`src/rtl/util_pkg.sv`:
```
// Shared front-end types: the fetched packet format and instruction-queue defaults.
package util_pkg;

  typedef struct packed {
    logic [31:0] pc;
    logic [31:0] data;
    logic        taken_branch;
  } fetched_packet;

  localparam int IFQ_DEPTH = 8;

  // Scoreboard record: a packet tagged with the time it was pushed.
  typedef struct packed {
    fetched_packet pkt;
    logic [63:0]   sim_time;
  } ifq_entry_s;

endpackage

```
`src/rtl/if_id_queue_lane_compact.sv`:
```
// Packs valid fetch lanes toward lane 0 (keeping their order) and counts them.
module lane_compact
  import util_pkg::*;
(
  input  logic          [1:0] in_valid,
  input  fetched_packet [1:0] in_packet,
  output fetched_packet [1:0] packed_packet,
  output logic          [1:0] push_count
);

  always_comb begin
    packed_packet[0] = in_valid[0] ? in_packet[0] : in_packet[1];
    packed_packet[1] = in_packet[1];
    push_count       = {1'b0, in_valid[0]} + {1'b0, in_valid[1]};
  end

endmodule

```
`src/rtl/if_id_queue.sv`:
```
// Two-lane in-order queue between fetch and decode; registered outputs only,
// in_ready depends on stored count alone so decode backpressure never reaches fetch combinationally.
module if_id_queue
  import util_pkg::*;
#(
  parameter int DEPTH       = IFQ_DEPTH,
  parameter int INSTR_COUNT = 2,
  parameter int PACKET_SIZE = $bits(fetched_packet)
) (
  input  logic                             clk,
  input  logic                             rst_n,
  input  logic                             flush,
  input  logic          [INSTR_COUNT-1:0]  in_valid,
  input  fetched_packet [INSTR_COUNT-1:0]  in_packet,
  output logic                             in_ready,
  output logic          [INSTR_COUNT-1:0]  out_valid,
  output fetched_packet [INSTR_COUNT-1:0]  out_packet,
  input  logic                             out_ready,
  output logic          [$clog2(DEPTH):0]  occupancy
);

  localparam int AW = $clog2(DEPTH);
  localparam int CW = AW + 1;

  logic [PACKET_SIZE-1:0] mem [DEPTH];
  logic [AW-1:0]          head;
  logic [AW-1:0]          tail;
  logic [CW-1:0]          count;
  logic [CW-1:0]          free_slots;

  fetched_packet [1:0]    compact_packet;
  logic          [1:0]    push_count;
  logic                   push;
  logic                   pop;
  logic          [1:0]    pop_count;
  logic          [CW-1:0] add_n;
  logic          [CW-1:0] sub_n;

  lane_compact u_lane_compact (
    .in_valid      (in_valid),
    .in_packet     (in_packet),
    .packed_packet (compact_packet),
    .push_count    (push_count)
  );

  assign free_slots = CW'(DEPTH) - count;
  assign in_ready   = free_slots >= CW'(INSTR_COUNT);
  assign occupancy  = count;

  assign out_valid[0] = count != '0;
  assign out_valid[1] = count > CW'(1);

  always_comb begin
    for (int i = 0; i < INSTR_COUNT; i++) begin
      out_packet[i] = fetched_packet'(mem[head + AW'(i)]);
    end
  end

  assign push      = in_ready && (|in_valid) && !flush;
  assign pop       = out_ready && out_valid[0] && !flush;
  assign pop_count = out_valid[1] ? 2'd2 : 2'd1;
  assign add_n     = push ? CW'(push_count) : '0;
  assign sub_n     = pop  ? CW'(pop_count)  : '0;

  // Storage is not reset; only the pointers and count define what is live.
  always_ff @(posedge clk) begin
    if (push) begin
      mem[tail] <= PACKET_SIZE'(compact_packet[0]);
      if (push_count == 2'd2) begin
        mem[tail + AW'(1)] <= PACKET_SIZE'(compact_packet[1]);
      end
    end
  end

  always_ff @(posedge clk) begin
    if (!rst_n || flush) begin
      head  <= '0;
      tail  <= '0;
      count <= '0;
    end else begin
      if (push) begin
        tail <= tail + AW'(push_count);
      end
      if (pop) begin
        head <= head + AW'(pop_count);
      end
      count <= count + add_n - sub_n;
    end
  end

endmodule

```
`config.mk`:
```
export PLATFORM = sky130hd
export DESIGN_NAME = if_id_queue
export DESIGN_NICKNAME = d
export VERILOG_FILES = /design/src/rtl/util_pkg.sv /design/src/rtl/if_id_queue_lane_compact.sv /design/src/rtl/if_id_queue.sv
export SDC_FILE = /design/constraint.sdc
export NUM_CORES = 1
export LEC_CHECK = 0
export CAP_MARGIN = 20
export CORE_ASPECT_RATIO = 2
export CORE_UTILIZATION = 50
export CTS_BUF_LIST = sky130_fd_sc_hd__clkbuf_4
export DETAILED_ROUTE_END_ITERATION = 6
export PLACE_DENSITY = 0.7
export SETUP_SLACK_MARGIN = 0.15
export SLEW_MARGIN = 20
export SYNTH_ARGS = -nofsm -noshare
export SYNTH_HDL_FRONTEND = slang
export SYNTH_SLANG_ARGS = --single-unit
export TNS_END_PERCENT = 10
```
`constraint.sdc`:
```
create_clock -name clk -period 9.86 [get_ports clk]
set_clock_uncertainty 0.1 [all_clocks]
set_input_delay 1.972 -clock clk [delete_from_list [all_inputs] [get_ports clk]]
set_output_delay 1.972 -clock clk [all_outputs]
set_load 0.1 [all_outputs]
```
### Word-level counts from Yosys, hierarchy flattened

Memory sizes are Yosys's and may differ from the RTL's. A register that Yosys moved wholly into a read port is not among the register bits.
Index checks and enable logic that the tools add are counted.

* add/subtract/negate cells: 8
* mux-type cells: 11
* $lt $le $gt $ge: 2
* equal/unequal tests: 1
* reductions and logical operators: 9

Operators with widths (count)
* 65-bit 2-to-1 mux: 1
* 3-bit by 1-bit adder with 3-bit output, second input constant: 2
* 3-bit by 2-bit adder with 3-bit output: 2
* 2-bit 2-to-1 mux: 3
* 3-bit 2-to-1 mux: 2
* 1-bit 2-to-1 mux: 5
* 4-bit by 2-bit adder with 4-bit output: 1
* 4-bit by 2-bit greater-or-equal comparator with 1-bit output, second input constant: 1
* 4-bit by 1-bit greater-than comparator with 1-bit output, second input constant: 1
* 1-bit logical AND: 4
* 4-bit nonzero test: 1
* 4-bit by 2-bit subtractor with 4-bit output: 1
* 4-bit subtractor, first input constant: 1
* 1-bit by 1-bit adder with 2-bit output: 1
* 2-bit == test, second input constant: 1
* 1-bit logical NOT: 2
* 2-bit OR reduction: 1
* 1-bit logical OR: 1

* bits of input ports: 136
* register bits after elaboration: 10
* RAM bits: 520
* output and inout port bits: 137
* memories kept: 1
* word-level logic and storage cells: 35

Memories
* mem: depth 8, bits a word 65, read ports 2, clocked after Yosys merged registers in 1, write ports 2, RTL line if_id_queue.sv:25 `logic [PACKET_SIZE-1:0] mem [DEPTH];`

### Logic depth before layout (Yosys ltp)

* depth after elaboration: 7
* gate-level depth with buffers: 14
* depth with buffers taken out: 13

### Hierarchy

A second synthesis with hierarchy kept.

* cell total of the unflattened synthesis: 1842
* area, all modules: 32417.3 um2

By module, submodules not included
* if_id_queue: cells each 1704, area an instance 30924.7 um2, sequential area each 15875.2 um2, instances 1
* lane_compact: cells each 138, area an instance 1492.7 um2, sequential area each 0.0 um2, instances 1

### Least setup slack after synthesis

No wires, ideal clock.

* kind: input to register
* start: input port in_valid[0]
* end: memory mem[6][0] in the netlist's numbering (enable)
* arrival: 6.519 ns
* path buffers: 2
* data required time: 9.251 ns
* setup time: 0.509 ns
* path slack: 2.732 ns
* stages on the path: 7
* cells stage by stage: clkbuf_1 -> clkbuf_1 -> inv_1 -> ha_1 -> nor2_1 -> o21ai_1 -> a21oi_1

RTL lines
* from (decl): RTL line if_id_queue.sv:13 `input logic [INSTR_COUNT-1:0] in_valid,`
* to (decl): RTL line if_id_queue.sv:25

==> impl_metrics.toml <==
[status]
status = "finished with violations"
violations = "design-rule violations"

[finish]
area_growth_pct = 14.8
layout-drive-gt1-share_pct = 51.9
multiInputGateArea_um2 = 15600
seq_area_um2 = 15900
final_core_util_pct = 58.2
fill_cells = 4941
stdcell_area_um2 = 37100
nets = 2225

[logic_synthesis]
synth_largest_area_cell = "edfxtp_1"
synth.top_cell.area_share_pct = 48.3
synth_most_common_cell = "edfxtp_1"
ys_warn_count = 0
syn_inst = 1780
synth_commonest_cells = "520 x edfxtp_1, 415 x mux2_2, 260 x mux4_2"
synth_ff_type = "edfxtp_1"
synth_edf_count = 520
synth_cell_types = 43
synth_area_um2 = 32300
avgSynthCellArea_um2 = 18.1
synthArstFlopShare_pct = 0
syn_nets = 1937
synthTopCellsByArea = "edfxtp_1 48%, mux4_2 18%, mux2_2 14%, mux2_4 9.1%, mux2_1 3.7%"
ys_seq_area_share_pct = 49.1
ys_seq_elements = 533

[clocking]
cts_setup_buffers = 0
path_clk_slew_ps = 80
clk_latency_ps = 950
h-tree-depth = 3
tritoncts = "built"
cts_resized = 0
cts_buffer_depth = 3
cts_hold_repair.buffers = 0
numClockSinks = 533
cts_root_buf = "clkbuf_4"
cts_buffers = 116

[detailed_routing]
avgViaCountPerCell = 6.48
drtIter0Drc = 1473
drt-wirelength-per-cell_um = 30.9
drc = 5
vias = 19200
ant_nets = 0
wirelength_um = 91500
drt_pass1_iterations = 7

[sta]
period_share_pct = 72.1
rsz0062_at_grt = "no"
clock.fmax_mhz = 141
drv_slew = 0
maxSlewHeadroom_pct = 24.4
setup_ws_ps = 2750
layout_min_cycle_time_ps = 7110
finalHoldViolCount = 0
setup_viol_count_final = 0
tns_ps = 0
tightest_slew_ps = 1130

[place]
dp_hpwl_um = 51900
post-place-ws_ps = 3560
placed_cell_area_um2 = 35600
gp_congestion = 0.777
portBuffers = 272

[worst_setup_path]
arrival_ps = 5040
cp.required_ps = 7790
end_kind = "output port"
cp_max_fo = 32
path_class = "register to output port"
startpoint_type = "register"

[grt]
antenna_found_initial = 10
grt_pass1_wl_um = 135000
overflow = 0
grtUsageTotal_pct = 28.4
grt_max_degree = 107
grt_pass1_vias = 21100

[power_and_ir_drop]
power_leakage_uw = 0.0126
power_density_nw_per_um2 = 205
ir_drop_v = 0.000268

[floorplanning]
core_um2 = 63800
dieArea_um2 = 65700
die_y_um = 361
rows = 131
io_pins = 273
die_x_um = 182
start_util_pct = 50.7

[min_path]
hold_path.class = "register to register"

[flow_run]
drv_cap = 0
cell families after synthesis:
kind of cell / after synthesis / share of synthesized area (%)
buffers and inverters: 159 / 2.91
DFF: 533 / 49.1
AOI/OAI and AO/OA: 29 / 0.616
muxes: 978 / 45.4
xor gates and xnor gates: 6 / 0.163
adders and majority gates: 21 / 0.906
and+or+nand+nor: 54 / 0.852
registers in the layout (all words and copies together), names as in the netlist, named ones only:
signal and count:
mem 520, occupancy 4, head 3, tail 3
layout by cell type, fill, tap and decap left out, types with 2 or more instances in the layout:
cell type / netlist / routed
a21oi_1: 4 / 3
mux2_2: 415 / 415
o21ai_4: 0 / 4
nor3_1: 12 / 12
mux2_4: 195 / 195
nor2_4: 0 / 7
fa_1: 4 / 4
o211ai_1: 4 / 4
xor2_1: 3 / 2
nand2_1: 8 / 8
a211oi_1: 3 / 3
dfxtp_1: 13 / 9
inv_1: 18 / 18
inv_2: 0 / 3
nand2b_1: 3 / 3
ha_1: 17 / 16
clkdlybuf4s50_1: 0 / 271
mux4_2: 260 / 260
xnor2_1: 3 / 3
dfxtp_4: 0 / 4
mux2_1: 105 / 105
clkbuf_4: 0 / 170
edfxtp_1: 520 / 520
a31oi_1: 6 / 6
diode_2: 0 / 6
mux2i_1: 3 / 3
buf_12: 0 / 3
nor3_2: 2 / 2
clkinv_2: 0 / 12
nor2_1: 19 / 12
clkinv_1: 0 / 24
or3_1: 2 / 2
buf_4: 15 / 37
where the power goes:
part	switching, µW	internal (µW)
logic	2140	1080
registers	86.4	2640
clock network	889	792
cell type report:
| type | instances | area share [%] |
|---|---|---|
| Clock inverter | 40 | 0.459 |
| Tap cell | 798 | 2.69 |
| Antenna cell | 6 | 0.0405 |
| Sequential cell | 533 | 42.8 |
| Inverter | 18 | 0.182 |
| Timing Repair Buffer | 311 | 8.22 |
| Multi-Input combinational cell | 1088 | 42.1 |
| Clock buffer | 170 | 3.44 |
final timing paths:
check / depth (start not counted) / endpoint / start / slack (ps)
min: 2 / register / head[1] / 470
max: 6 / out_packet[75] / head[0] / 2750
min reg2reg: 2 / register / head[1] / 470
max reg2reg: 9 / mem[1][64] / occupancy[1] / 5400
critical path: stages (launching register included):
cell             delay (ps)
dfxtp_4                 760
ha_4                    260
xor2_4                  570
buf_4                   630
buf_4                   460
mux2_2                  240
clkdlybuf4s50_1        1130
through the flow:
stage	total power, µW	hold WS (ps)	instances
final	7620	474	2964
after detailed placement	5990	474	2748
after global routing	7870	510	2963
after floorplan	5180	396	1780
after global placement	5960	468	2748
after CTS	7680	472	2958
routing by layer:
layer | track usage [%] | routed length [µm]
met1 | 32.5 | 34000
met2 | 51.3 | 48400
met3 | 5.19 | 5760
met4 | 12.3 | 3260
met5 | 0 | 74
(Power assumes the default switching activity.)
